**config.mk**
```make
export PLATFORM = sky130hd
export DESIGN_NAME = std_sdiv_pipe
export DESIGN_NICKNAME = d
export VERILOG_FILES = /design/src/rtl/std_sdiv_pipe.sv
export SDC_FILE = /design/constraint.sdc
export NUM_CORES = 1
export LEC_CHECK = 0
export BUFFER_PORTS_ARGS = -buffer_cell sky130_fd_sc_hd__buf_2
export CORE_UTILIZATION = 64
export DETAILED_ROUTE_END_ITERATION = 10
export PLACE_DENSITY = 0.83
export SETUP_SLACK_MARGIN = 0.2
export SLEW_MARGIN = 20
export SYNTH_ARGS = -nofsm -noshare
export SYNTH_HDL_FRONTEND = slang
export SYNTH_SLANG_ARGS = --single-unit
```
**constraint.sdc**
```tcl
create_clock -name clk -period 8.4 [get_ports clk]
set_clock_uncertainty 0.05 [all_clocks]
set_input_delay 1.26 -clock clk [delete_from_list [all_inputs] [get_ports clk]]
set_output_delay 1.26 -clock clk [all_outputs]
set_load 0.01 [all_outputs]
```
**src/rtl/std_sdiv_pipe.sv**
```systemverilog
// rtl/std_sdiv_pipe.sv - multi-cycle signed divider (restoring, truncating toward zero)
// One quotient bit per RUN cycle; sign fix-up and result load happen in FIX.
module std_sdiv_pipe #(
  parameter int width = 32
) (
  input  logic                    clk,
  input  logic                    reset,
  input  logic                    go,
  input  logic signed [width-1:0] left,
  input  logic signed [width-1:0] right,
  output logic signed [width-1:0] out_quotient,
  output logic signed [width-1:0] out_remainder,
  output logic                    done
);

  localparam int CW = $clog2(width + 1);

  typedef enum logic [1:0] {
    IDLE = 2'd0,
    RUN  = 2'd1,
    FIX  = 2'd2,
    DONE = 2'd3
  } state_t;

  state_t state, state_nxt;

  logic [width-1:0] dvd;
  logic [width-1:0] dvs;
  logic [width-1:0] rem;
  logic [CW-1:0]    cnt;
  logic             l_neg;
  logic             r_neg;
  logic             r_zero;

  logic             start;
  logic             run_step;
  logic             fix_load;
  logic             done_set;
  logic             last_step;

  logic [width-1:0] abs_l;
  logic [width-1:0] abs_r;
  logic [width:0]   rem_sh;
  logic [width-1:0] diff;
  logic             ge;

  // Magnitudes are unsigned so that |MIN| = 2^(width-1) fits.
  assign abs_l = left[width-1]  ? (~$unsigned(left)  + width'(1)) : $unsigned(left);
  assign abs_r = right[width-1] ? (~$unsigned(right) + width'(1)) : $unsigned(right);

  assign rem_sh    = {rem, dvd[width-1]};
  assign ge        = (rem_sh >= {1'b0, dvs});
  assign diff      = rem_sh[width-1:0] - dvs;
  assign last_step = (cnt == CW'(width - 1));

  always_ff @(posedge clk or negedge reset) begin
    if (!reset) begin
      state <= IDLE;
    end else begin
      state <= state_nxt;
    end
  end

  always_comb begin
    state_nxt = state;
    case (state)
      IDLE: if (go) state_nxt = RUN;
      RUN: begin
        if (!go)            state_nxt = IDLE;
        else if (last_step) state_nxt = FIX;
      end
      FIX: begin
        if (!go) state_nxt = IDLE;
        else     state_nxt = DONE;
      end
      DONE:    state_nxt = IDLE;
      default: state_nxt = IDLE;
    endcase
  end

  always_comb begin
    start    = 1'b0;
    run_step = 1'b0;
    fix_load = 1'b0;
    done_set = 1'b0;
    case (state)
      IDLE:    start    = go;
      RUN:     run_step = go;
      FIX:     fix_load = go;
      DONE:    done_set = 1'b1;
      default: ;
    endcase
  end

  always_ff @(posedge clk or negedge reset) begin
    if (!reset) begin
      dvd    <= '0;
      dvs    <= '0;
      rem    <= '0;
      cnt    <= '0;
      l_neg  <= 1'b0;
      r_neg  <= 1'b0;
      r_zero <= 1'b0;
    end else if (start) begin
      dvd    <= abs_l;
      dvs    <= abs_r;
      rem    <= '0;
      cnt    <= '0;
      l_neg  <= left[width-1];
      r_neg  <= right[width-1];
      r_zero <= (right == '0);
    end else if (run_step) begin
      rem <= ge ? diff : rem_sh[width-1:0];
      dvd <= {dvd[width-2:0], ge};
      cnt <= cnt + CW'(1);
    end
  end

  // Divide-by-zero yields all ones regardless of the dividend sign.
  always_ff @(posedge clk or negedge reset) begin
    if (!reset) begin
      out_quotient  <= '0;
      out_remainder <= '0;
    end else if (fix_load) begin
      if (r_zero)
        out_quotient <= '1;
      else if (l_neg ^ r_neg)
        out_quotient <= $signed(~dvd + width'(1));
      else
        out_quotient <= $signed(dvd);
      out_remainder <= l_neg ? $signed(~rem + width'(1)) : $signed(rem);
    end
  end

  always_ff @(posedge clk or negedge reset) begin
    if (!reset) begin
      done <= 1'b0;
    end else begin
      done <= done_set;
    end
  end

endmodule
```
=== Word level (Yosys, flattened, before mapping) ===
Cells that the tools add are included.

* Add/subtract/negate cells: 6
* Mux-type cells: 21
* Reduce and logical (&&, ||, !) cells: 4
* Order comparisons: 1
* Bitwise gates (word level): 5
* Equality and inequality tests: 6

{| class="wikitable"
|+ Operator list
! operator !! number
|-
| $mux W32 || 10
|-
| $add A32 B1 Y32 const B || 4
|-
| $not A32 Y32 || 4
|-
| $ge A33 B32 Y1 || 1
|-
| $logic_not A32 Y1 || 1
|-
| $sub A32 B32 Y32 || 1
|-
| $mux W6 || 2
|-
| $mux W2 || 4
|-
| $pmux W2 S4 || 1
|-
| $add A6 B1 Y6 const B || 1
|-
| $eq A6 B5 Y1 const B || 1
|-
| $eq A2 B2 Y1 const B || 2
|-
| $mux W1 || 4
|-
| $ne A3 B3 Y1 const B || 1
|-
| $eq A2 B1 Y1 const B || 1
|-
| $logic_not A2 Y1 || 1
|-
| $ne A2 B2 Y1 const B || 1
|-
| $reduce_and A2 Y1 || 1
|-
| $reduce_bool A2 Y1 || 1
|-
| $xor A1 B1 Y1 || 1
|}

* Output and inout bits: 65
* Bits of input ports: 67
* Word-level logic and storage cells: 54
* Register bits after elaboration: 172

=== Depth between registers and ports, before layout ===
Gate-level depths: netlist of run 1.

* Word-level depth: 4
* Depth in mapped cells: 14
* Gate-level depth less buffers: 13

=== Least setup slack after synthesis of run 1 ===
No wires, ideal clock.

* Path kind: input to register
* Start: input left[12]
* End: register dvd[28]
* Path slack: 4.810 ns
* Arrival: 3.403 ns
* Required time: 8.213 ns
* Library setup time: 0.137 ns
* Cell stages on the path: 8
* Buffers on the path: 0
* Cell sequence: or4_1 or2_1 or4_4 nand2b_1 or4_1 o21ai_1 xor2_1 a21oi_1

* Longest elaborated chain between the ends: 4

{| class="wikitable"
|+ RTL lines
! item !! RTL line !! text
|-
| start, declared || 9 || <nowiki>input logic signed [width-1:0] left,</nowiki>
|-
| $not A32 Y32 || 48 || <nowiki>assign abs_l = left[width-1] ? (~$unsigned(left) + width'(1)) : $unsigned(left);</nowiki>
|-
| $add A32 B1 Y32 || 48 ||
|-
| $mux W32 || 48 ||
|-
| $mux W32 || 104 || <nowiki>end else if (start) begin</nowiki>
|-
| end signal, assigned || 105 || <nowiki>dvd <= abs_l;</nowiki>
|-
| end signal, assigned || 114 || <nowiki>dvd <= {dvd[width-2:0], ge};</nowiki>
|-
| end, declared || 27 || <nowiki>logic [width-1:0] dvd;</nowiki>
|}

Every way passes these cells.
A chain may end at the register's enable or synchronous reset.

=== Final worst setup path of run 1 ===
* Start: input left[8]
* End: register dvd[28]

The elaborated chain is that of the path after synthesis.

==> results of run 1 <==
## final cells by class
| type | instances | area (um2) | area share (%) |
|---|---|---|---|
| Clock buffer | 18 | 439 | 3.51 |
| Tap cell | 220 | 275 | 2.20 |
| Clock inverter | 14 | 155 | 1.24 |
| Sequential cell | 172 | 4300 | 34.4 |
| Timing Repair Buffer | 142 | 748 | 5.98 |
| Multi-Input combinational cell | 1049 | 6390 | 51.1 |
| Inverter | 52 | 195 | 1.56 |
## tightest hold or removal path: stages, from the launching register on
cell and delay (ns):
dfrtp_1 0.34, nand2_1 0.05, nand2_1 0.05
## through the flow
| step | cell area [um2] | instances | setup WS [ns] | hold WS, ns |
|---|---|---|---|---|
| floorplan | 11200 | 1350 | 4.81 | 0.399 |
| global placement | 11900 | 1635 | 4.51 | 0.405 |
| detailed placement | 11900 | 1635 | 4.42 | 0.412 |
| CTS | 12500 | 1667 | 4.87 | 0.428 |
| global route | 12500 | 1667 | 4.65 | 0.440 |
| finish | 12500 | 1667 | 4.81 | 0.423 |
## logic make-up after synthesis
logic type / count (synthesis) / synth area share [%]
muxes: 8 / 0.717
DFF: 172 / 38.6
adders and majority gates: 38 / 4.33
buffers and inverters: 129 / 4.34
xor gates and xnor gates: 148 / 11.6
AOI/OAI and AO/OA: 397 / 21.4
and+or+nand+nor: 458 / 19.0
## path summary, 6_finish.rpt
| check | end |
|---|---|
| max | dvd[28] |
| min reg2reg | out_quotient[30] |
| max in group asynchronous | out_quotient[20] |
| max reg2reg | rem[26] |
| min | out_quotient[30] |
| min in group asynchronous | dvs[6] |
## state kept, by name, summed over array words and instances (netlist names)
signal / cells
cnt: 6
done: 1
dvd: 32
dvs: 32
l_neg: 1
out_quotient: 32
out_remainder: 32
r_neg: 1
r_zero: 1
rem: 32
state: 2
## metal layers
metal / part of all wire [%] / vias up / GRT usage (%)
met5: 0 / - / 0
li1: - / 4908 / -
met1: 47 / 4816 / 50.4
met4: 1.5 / 0 / 8.99
met2: 42 / 440 / 47.0
met3: 9.4 / 39 / 7.18
## power by group through the flow
stage / logic (mW) / clock network (mW) / registers (mW)
2_1_floorplan: 2.14 / 0 / 1.52
3_3_place_gp: 2.77 / 0 / 1.62
3_5_place_dp: 2.84 / 0 / 1.64
4_1_cts: 2.87 / 0.801 / 1.63
5_1_grt: 3.24 / 0.834 / 1.69
6_report: 2.91 / 0.793 / 1.65
## layout by cell type, fill, tap and decap left out, drive strengths merged, types with 5 or more instances in the layout
| cell | n |
|---|---|
| mux2i | 8 |
| nand4 | 16 |
| buf | 142 |
| o31ai | 28 |
| o21bai | 11 |
| nor4 | 16 |
| o21ai | 151 |
| a22o | 6 |
| or2 | 9 |
| nor2b | 5 |
| dfrtp | 172 |
| ha | 37 |
| nand3b | 6 |
| or4 | 14 |
| o211ai | 9 |
| nor2 | 109 |
| nand2 | 211 |
| a32oi | 5 |
| inv | 59 |
| a21o | 8 |
| nand3 | 14 |
| a21oi | 109 |
| a31oi | 23 |
| nand2b | 8 |
| o41ai | 17 |
| and3 | 13 |
| clkbuf | 18 |
| xnor2 | 56 |
| nor3 | 11 |
| or3 | 15 |
| xor2 | 92 |
==> metrics.md, run 1 <==
| Metric | Value |
|---|---|
| Status | finished, final reports clean |
| Final Hold Viols | 0 |
| Critical Path Source Type | input pin |
| EDFF count, synth | 0 |
| Largest net degree at the start of global routing | 88 |
| Area grow syn2layout | 12.1% |
| Total Nets Final | 1539 |
| Net Count, Synth | 1455 |
| Clock power share | 14.8% |
| Post-CTS sizing | 0 |
| CP startpoint | left[8] |
| Worst hold start | out_quotient[30] |
| Worst R2R Setup Slack | 5.05 ns |
| Worst skew pair latency | 0.43 ns |
| Hold-fix buffers at CTS | 0 |
| Synth top cells by count | nand2_1, dfrtp_1, o21ai_0, a21oi_1, nor2_1 |
| Post-synth top area cell | dfrtp_1 |
| Combinational fraction of design power | 54.3% |
| Clock tree from TritonCTS | done |
| Fraction of the cycle the final worst path needs | 42.7% |
| Switching power | 2.56 mW |
| Req. time, crit path | 8.65 ns |
| Levels on crit path | 10 |
| Power Total | 5.35 mW |
| Vias in the first global route | 9243 |
| DR iter-0 viols | 841 |
| Lkg Pwr | 5.69 nW |
| Sw Ratio | 47.9% |
| Worst Reg2Reg Path Length in Cells | 13 |
| Post-synth cell types | 60 |
| Synth Register Bits | 172 |
| Core ar. | 16800 um2 |
| Yosys warns | 0 |
| Input/output buffers | 131 |
| Netlist Area Pre-Place | 11200 um2 |
| Die Span X | 134 um |
| # IOs | 132 |
| Post-DP HPWL | 20900 um |
| Maximum clock insertion buffer count | 2 |
| Remaining DRCs | 0 |
| Relative slew slack | 31.4% |
| WHS Path Cells | 2 |
| Setup Viol. Count Final | 0 |
| Routed WL | 28700 um |
| Clock Sink Count | 172 |
| Power Internal | 2.79 mW |
| Reg2reg start | dvd[31] |
| Worst EP arrival | 3.84 ns |
| Remaining antenna violation count after routing | 0 |
| Post-CTS repair timing setup buffer count | 0 |
| Final core utilization | 74.4% |
| Sequential cell area fraction in the yosys report | 38.6% |
| Share of synthesized registers carrying an async set or reset | 100% |
| CP max FO | 3 |
| CP bufs+invs | 1 |
| Antenna cells | 0 |
| Top-count cell post-synth | nand2_1 |
| RePlAce Congestion | 0.961 |
| Vias | 10200 |
| Mapped Avg Cell Area | 8.27 um2 |
| Via/cell ratio | 6.12 |
| H-Tree Depth | 4 |
| Final Slew Violations | 0 |
| CP Capture Type | flop |
| Initial core utilization | 66.4% |
| Max incr delay on CP | 0.45 ns |
| Pwr dens | 428 nW/um2 |
| Max Clk Rate | 279 MHz |
| Flop pwr share | 30.9% |
| Die Ht | 134 um |
| Top cells by area, synth | dfrtp_1, xor2_1, nand2_1 |
| Area share of the largest cell type after synthesis | 38.6% |
| Synthesized instance count | 1350 |
| Drt wl/cell | 17.2 um |
| VDD IR max | 0.265 mV |
| Inserted Clock Buffers | 17 |
| Clock transition at path regs | 0.07 ns |
| Hold Crit Class | flop to flop |
| Delay-heaviest family, CP | simple AND/OR/NAND/NOR gates |
| Worst Tran Pin Value | 1.03 ns |
| Die ar. | 18000 um2 |
| Initial antenna violation count | 0 |
| First-pass GRT wire length | 46700 um |
| Share of layout cells above drive strength 1 | 13.5% |
| Total gr overflow | 0 |
| FILL cells | 1347 |
| Slowest CP cell | nor4_1 |
| CP cell instances | buf_2 > nor4_1 > nand4b_1 > or2_1 > or4_4 > nand2b_1 > or4_1 > o21ai_1 > xor2_1 > a21oi_1 |
| Min Tclk post-route | 3.59 ns |
| CTS Root Buffer Type | clkbuf_16 |
| Top_reg_cell synth | dfrtp_1 |
| Router iterations before antenna repair | 5 |
| GR Util All Layers | 33.0% |
| Max Cap Viol | 0 |
| Crit Path Class | input pin to flop |
| RSZ-0062 raised after global routing | false |
| Rows | 47 |
| Setup TNS Final | 0 ns |
No activity file was read; power rests on OpenSTA's default activity.
==> inputs of run 2 (changes only) <==
--- a/config.mk
+++ b/config.mk
@@ -6,9 +6,9 @@
 export NUM_CORES = 1
 export LEC_CHECK = 0
 export BUFFER_PORTS_ARGS = -buffer_cell sky130_fd_sc_hd__buf_2
-export CORE_UTILIZATION = 64
+export CORE_UTILIZATION = 54
 export DETAILED_ROUTE_END_ITERATION = 10
-export PLACE_DENSITY = 0.83
+export PLACE_DENSITY = 0.75
 export SETUP_SLACK_MARGIN = 0.2
 export SLEW_MARGIN = 20
 export SYNTH_ARGS = -nofsm -noshare
==> constraint.sdc (replaced) <==
create_clock -name clk -period 3 [get_ports clk]
set_clock_uncertainty 0.05 [all_clocks]
set_input_delay 0.45 -clock clk [delete_from_list [all_inputs] [get_ports clk]]
set_output_delay 0.45 -clock clk [all_outputs]
set_load 0.01 [all_outputs]
==> run 2 against run 1 <==
Effect of this change:
- power grew to 3.1 times the previous value
- wire length is 3.8% higher
- utilization fell by 7.3 points
- largest power group unchanged
- non-clock buffer count rose by 75
- worst hold slack got worse by 0.16 ns
- register-to-register slack worse by 4.9 ns
- flip-flop and latch count unchanged
- sequential share of layout area shrank 2.6 points
- design area up 8.4%
- clock-buffer cell count down 1
- die area is 18% higher
- final cell count is 7.5% higher
==> metrics.md, run 2 (synthesis results as in run 1) <==
| Metric | Value |
|---|---|
| Req. time, crit path | 3.28 ns (was 8.65 ns) |
| CP max FO | 3 (unchanged) |
| Worst Tran Pin Value | 0.604 ns (was 1.03 ns) |
| Clock transition at path regs | 0.07 ns (about the same) |
| Rows | 52 (was 47) |
| # IOs | 132 (unchanged) |
| Largest net degree at the start of global routing | 68 (was 88) |
| Total gr overflow | 0 (unchanged) |
| Pwr dens | 1240 nW/um2 (was 428 nW/um2) |
| Worst Reg2Reg Path Length in Cells | 13 (unchanged) |
| Die Span X | 146 um (was 134 um) |
| Share of layout cells above drive strength 1 | 21.5% (was 13.5%) |
| Relative slew slack | 59.7% (was 31.4%) |
| Clock Sink Count | 172 (unchanged) |
| Met1 WL | 14300 um (was 13400 um) |
| Highest metal used | met4 (unchanged) |
| Flop pwr share | 26.1% (was 30.9%) |
| Routed WL | 29800 um (was 28700 um) |
| Lkg Pwr | 6.13 nW (was 5.69 nW) |
| Total Nets Final | 1614 (was 1539) |
| Most frequent cells in the layout | nand2_1, dfrtp_1, buf_2 (was nand2_1, dfrtp_1, o21ai_0) |
| VDD IR max | 0.615 mV (was 0.265 mV) |
| Final Hold Viols | 0 (unchanged) |
| Die ar. | 21200 um2 (was 18000 um2) |
| Worst EP arrival | 3.18 ns (was 3.84 ns) |
| GR Util All Layers | 27.7% (was 33.0%) |
| Sw Ratio | 46.5% (was 47.9%) |
| Drt wl/cell | 16.6 um (was 17.2 um) |
| Dpl ws | -0.0306 ns (was 4.42 ns) |
| Remaining DRCs | 0 (unchanged) |
| Final Slew Violations | 0 (unchanged) |
| Fraction of the cycle the final worst path needs | 96.6% |
| Die Ht | 146 um (was 134 um) |
| Critical Path Source Type | flop (was input pin) |
| Crit Path Class | flop to flop (was input pin to flop) |
| Core ar. | 20200 um2 (was 16800 um2) |
| Hold Crit Class | input pin to flop (was flop to flop) |
| Setup Viol. Count Final | 0 (unchanged) |
| Max Clk Rate | 345 MHz |
| Setup slack after layout | 0.103 ns (was 4.81 ns) |
| Combinational fraction of design power | 60.6% (was 54.3%) |
| Most common cell after layout, fill and taps aside | nand2_1 (unchanged) |
| Router iterations before antenna repair | 7 (was 5) |
| Max Cap Viol | 0 (unchanged) |
| Input/output buffers | 131 (unchanged) |
| Vias | 10400 (was 10200) |
| Clock power share | 13.3% (was 14.8%) |
| Post-DP HPWL | 21800 um (was 20900 um) |
| Switching power | 7.81 mW (was 2.56 mW) |
| Worst skew pair latency | 0.44 ns (was 0.43 ns) |
| Status | finished, final reports clean (unchanged) |
| Inserted Clock Buffers | 17 (unchanged) |
| First-pass GRT wire length | 47200 um (was 46700 um) |
| DR iter-0 viols | 771 (was 841) |
| Power Internal | 8.98 mW (was 2.79 mW) |
| RSZ-0062 raised after global routing | true (was false) |
| WHS Path Cells | 3 (was 2) |
| Clock tree from TritonCTS | done (unchanged) |
| CP Capture Type | flop (unchanged) |
| Antenna cells | 0 (unchanged) |
| Via/cell ratio | 5.79 (was 6.12) |
| Area grow syn2layout | 21.5% (was 12.1%) |
| Maximum clock insertion buffer count | 2 (unchanged) |
| CTS Root Buffer Type | clkbuf_16 (unchanged) |
| Initial core utilization | 55.2% (was 66.4%) |
| RePlAce Congestion | 0.919 (was 0.961) |
| Met2 wire len | 12400 um (was 12200 um) |
| Vias in the first global route | 9270 (was 9243) |
| H-Tree Depth | 4 (unchanged) |
| DR WL met3 | 2520 um (was 2700 um) |
| Initial antenna violation count | 0 (unchanged) |
| Min Tclk post-route | 2.90 ns |
| Worst R2R Setup Slack | 0.10 ns (was 5.05 ns) |
| Power Total | 16.8 mW (was 5.35 mW) |
| Remaining antenna violation count after routing | 0 (unchanged) |
[run 2: area by class of cell]
type / instances / area, um2
multi-input cells: 1049 / 6710
fillers: 1619 / 6670
flip-flops and latches: 172 / 4310
repair buffers: 217 / 1410
clock buffers: 17 / 425
well taps: 270 / 338
inverters: 52 / 195
clock inverters: 15 / 181
[run 2: what timing repair did]
item / in CTS / in global routing
hold endpoints to repair: 31 / 0
gates cloned: 0 / 3
setup buffers: 10 / 6
setup endpoints to repair: 20 / 42
pin swaps: 16 / 21
hold buffers: 1 / 0
gates resized for setup: 24 / 58
[run 2: final timing paths]
path                                   from          endpoint
max                                 dvd[31]           rem[28]
min                               right[30]           dvs[30]
max reg2reg                         dvd[31]           rem[28]
min reg2reg                out_quotient[30]  out_quotient[30]
max in group asynchronous             reset  out_remainder[2]
min in group asynchronous             reset   out_quotient[7]
[run 2: per-stage QoR]
stage	hold WS, ns	cell area (um2)	instances	utilization, %	setup TNS, ns
final	0.258	13600	1792	67.0	0
after global routing	0.261	13600	1792	67.0	-0.000990
after CTS	0.260	13200	1783	65.4	0
after detailed placement	0.310	12400	1740	61.4	-0.0689
after global placement	0.310	12400	1740	61.4	-0.00615
after floorplan	0.104	11200	1350	-	0
[run 2: worst max-delay path, cell delays in order, from the launching register on]
cell	delay (ns)
dfrtp_1	0.39
inv_2	0.09
ha_4	0.13
inv_2	0.04
fa_2	0.35
a211oi_2	0.26
nor2_1	0.13
nor2_1	0.19
o221ai_2	0.15
a221o_1	0.40
a21oi_2	0.15
xor2_1	0.21
o21ai_1	0.09
a22o_1	0.18
[run 2: power groups by stage]
stage          registers, mW  clock network, mW  logic, mW
6_report                4.38               2.24       10.2
5_1_grt                 4.51               2.35       11.1
4_1_cts                 4.31               2.26       9.15
3_5_place_dp            4.35                  0       8.72
3_3_place_gp            4.30                  0       8.56
2_1_floorplan           4.27                  0       5.99
[run 2: routing by layer]
metal  GRT usage [%]  up-vias
met5               0        -
met4            7.26        0
met3            4.83       56
met2            38.4      426
met1            43.7     4824
li1                -     5073
==> inputs of run 3 (changes only) <==
--- a/config.mk
+++ b/config.mk
@@ -5,8 +5,9 @@
 export SDC_FILE = /design/constraint.sdc
 export NUM_CORES = 1
 export LEC_CHECK = 0
+export ABC_AREA = 1
 export BUFFER_PORTS_ARGS = -buffer_cell sky130_fd_sc_hd__buf_2
-export CORE_UTILIZATION = 54
+export CORE_UTILIZATION = 55
 export DETAILED_ROUTE_END_ITERATION = 10
 export PLACE_DENSITY = 0.75
 export SETUP_SLACK_MARGIN = 0.2
==> run 3 against run 2 <==
Effect of this change:
- via count up 33%
- non-clock buffer count decreased by 61
- flip-flop and latch count unchanged
- largest cell class unchanged
==> metrics.md, run 3 <==
| Metric | Value |
|---|---|
| Post-synth cell types | 52 (was 60) |
| Post-CTS repair timing setup buffer count | 0 (was 10) |
| Area share of the largest cell type after synthesis | 32.3% (was 38.6%) |
| Final Slew Violations | 0 (unchanged) |
| Initial core utilization | 56.5% (was 55.2%) |
| Netlist Area Pre-Place | 13300 um2 (was 11200 um2) |
| VDD IR max | 0.476 mV (was 0.615 mV) |
| Share of synthesized registers carrying an async set or reset | 100% (unchanged) |
| RSZ-0062 raised after global routing | false (was true) |
| Fraction of the cycle the final worst path needs | 86.8% (was 96.6%) |
| Final Hold Viols | 0 (unchanged) |
| Critical Path Source Type | flop (unchanged) |
| Core ar. | 23600 um2 (was 20200 um2) |
| # IOs | 132 (unchanged) |
| Maximum clock insertion buffer count | 2 (unchanged) |
| Share of layout cells above drive strength 1 | 12.2% (was 21.5%) |
| Input/output buffers | 131 (unchanged) |
| Clock Sink Count | 172 (unchanged) |
| EDFF count, synth | 0 (unchanged) |
| FILL cells | 2341 (was 1619) |
| Max Clk Rate | 384 MHz (was 345 MHz) |
| RePlAce Congestion | 1.01 (was 0.919) |
| Max Cap Viol | 0 (unchanged) |
| Worst EP arrival | 2.89 ns (was 3.18 ns) |
| Area grow syn2layout | 11.8% (was 21.5%) |
| Crit Path Class | flop to flop (unchanged) |
| H-Tree Depth | 4 (unchanged) |
| Most common cell after layout, fill and taps aside | nand2_1 (unchanged) |
| Routed WL | 41500 um (was 29800 um) |
| Vias in the first global route | 12900 (was 9270) |
| Placed cell areas | 14300 um2 (was 12400 um2) |
| CP max FO | 29 (was 3) |
| Final Instance Area | 14900 um2 (was 13600 um2) |
| Post-synth top area cell | dfrtp_1 (unchanged) |
| Die ar. | 24900 um2 (was 21200 um2) |
| Die Span X | 158 um (was 146 um) |
| Final core utilization | 63.2% (was 67.0%) |
| Via/cell ratio | 5.50 (was 5.79) |
| Setup Viol. Count Final | 0 (unchanged) |
| Die Ht | 158 um (was 146 um) |
| Worst Tran Pin Value | 0.709 ns (was 0.604 ns) |
| Post-DP HPWL | 32700 um (was 21800 um) |
| Antenna cells | 0 (unchanged) |
| GR Util All Layers | 34.6% (was 27.7%) |
| CP Capture Type | flop (unchanged) |
| Remaining DRCs | 0 (unchanged) |
| Largest net degree at the start of global routing | 79 (was 68) |
| Setup TNS Final | 0 ns (unchanged) |
| Top-count cell post-synth | nand2_1 (unchanged) |
| Initial antenna violation count | 0 (unchanged) |
| CTS Root Buffer Type | clkbuf_16 (unchanged) |
| Relative slew slack | 52.7% (was 59.7%) |
| Inserted Clock Buffers | 17 (unchanged) |
| Worst skew pair latency | 0.45 ns (was 0.44 ns) |
| Top cells by area, synth | dfrtp_1, nand2_1, inv_1 (was dfrtp_1, xor2_1, nand2_1) |
| Synth top cells by count | nand2_1, inv_1, nand3_1, dfrtp_1, nor2_1 (was nand2_1, dfrtp_1, o21ai_0, a21oi_1, nor2_1) |
| Remaining antenna violation count after routing | 0 (unchanged) |
| Top_reg_cell synth | dfrtp_1 (unchanged) |
| Synth Register Bits | 172 (unchanged) |
| Lkg Pwr | 7.96 nW (was 6.13 nW) |
| Synthesized instance count | 2061 (was 1350) |
| DR iter-0 viols | 1126 (was 771) |
| Vias | 13800 (was 10400) |
| Net Count, Synth | 2166 (was 1455) |
| Router iterations before antenna repair | 7 (unchanged) |
| Mapped Avg Cell Area | 6.47 um2 (was 8.27 um2) |
| Total gr overflow | 0 (unchanged) |
| First-pass GRT wire length | 66400 um (was 47200 um) |
| Hold Crit Class | input pin to flop (unchanged) |
| Total Nets Final | 2278 (was 1614) |
| Req. time, crit path | 3.29 ns (was 3.28 ns) |
| Clock transition at path regs | 0.08 ns (was 0.07 ns) |
| Most frequent cells in the layout | nand2_1, inv_1, nand3_1 (was nand2_1, dfrtp_1, buf_2) |
| Clock tree from TritonCTS | done (unchanged) |
| Drt wl/cell | 16.6 um (about the same) |
| Pwr dens | 1050 nW/um2 (was 1240 nW/um2) |
| Status | finished, final reports clean (unchanged) |
| Sequential cell area fraction in the yosys report | 32.3% (was 38.6%) |
| Yosys warns | 0 (unchanged) |
| Min Tclk post-route | 2.61 ns (was 2.90 ns) |
| Rows | 56 (was 52) |
-- run 3: area by class of cell --
cell class / count / area [um2] / area share, %
sequential: 172 / 4300 / 28.9
inverter: 314 / 1180 / 7.90
timing repair buffer: 156 / 865 / 5.80
clock buffer: 18 / 439 / 2.94
tap: 319 / 399 / 2.68
multi-input combinational: 1512 / 7560 / 50.7
clock inverter: 14 / 168 / 1.12
-- run 3: kinds of logic after synthesis --
family                     share of synthesized area, %
AOI/OAI and AO/OA                                  11.0
and+or+nand+nor                                    36.8
xor gates and xnor gates                           5.19
adders and majority gates                          3.62
buffers and inverters                              11.1
DFF                                                32.3
-- run 3: power by group --
group	leakage [nW]	internal (mW)	total (mW)	switching, mW
logic	5.54	3.16	9.13	5.97
registers	2.12	3.29	4.16	0.867
clock network	0.296	1.15	2.31	1.16
total	7.96	7.60	15.6	8.00
-- run 3: critical path, stage by stage (launching register included) --
cell	delay (ns)
dfrtp_1	0.57
ha_1	0.37
nand2_1	0.09
nand2_1	0.08
nand2_1	0.09
nand2_1	0.05
a21oi_1	0.21
nand2_2	0.10
nor2_4	0.10
buf_4	0.34
nand3_1	0.12
nand2_1	0.09
clkinv_1	0.11
nand2_1	0.07
nand2_1	0.04
-- run 3: per-stage QoR --
| step | instances | power, mW | hold slack (ns) | setup WS [ns] |
|---|---|---|---|---|
| after floorplan | 2061 | 10.5 | 0.104 | 1.01 |
| final | 2505 | 15.6 | 0.252 | 0.395 |
| after detailed placement | 2472 | 13.1 | 0.383 | 0.428 |
| after global routing | 2505 | 16.9 | 0.276 | 0.204 |
| after global placement | 2472 | 13.0 | 0.384 | 0.407 |
| after CTS | 2505 | 15.5 | 0.254 | 0.406 |
-- run 3: repair_timing --
action,CTS,global route
endpoints found under the setup margin,0,0
hold endpoints to repair,47,0
gates resized for setup,0,0
hold buffers,1,0
-- run 3: path summary, 6_finish.rpt --
path,start,to,slack (ns),cells after the start
hold reg to reg,out_remainder[12],out_remainder[12],0.43,2
hold / removal,right[26],dvs[26],0.25,4
min in group asynchronous,reset,rem[11],0.47,2
setup reg to reg,rem[25],rem[28],0.39,14
max in group asynchronous,reset,dvs[22],1.59,3
setup / recovery,rem[25],rem[28],0.39,14
-- run 3: metal layers --
metal	track usage, %	routed length (um)
met1	44.9	18000
met2	58.8	20000
met3	4.19	2210
met4	13.1	1310
met5	0	0
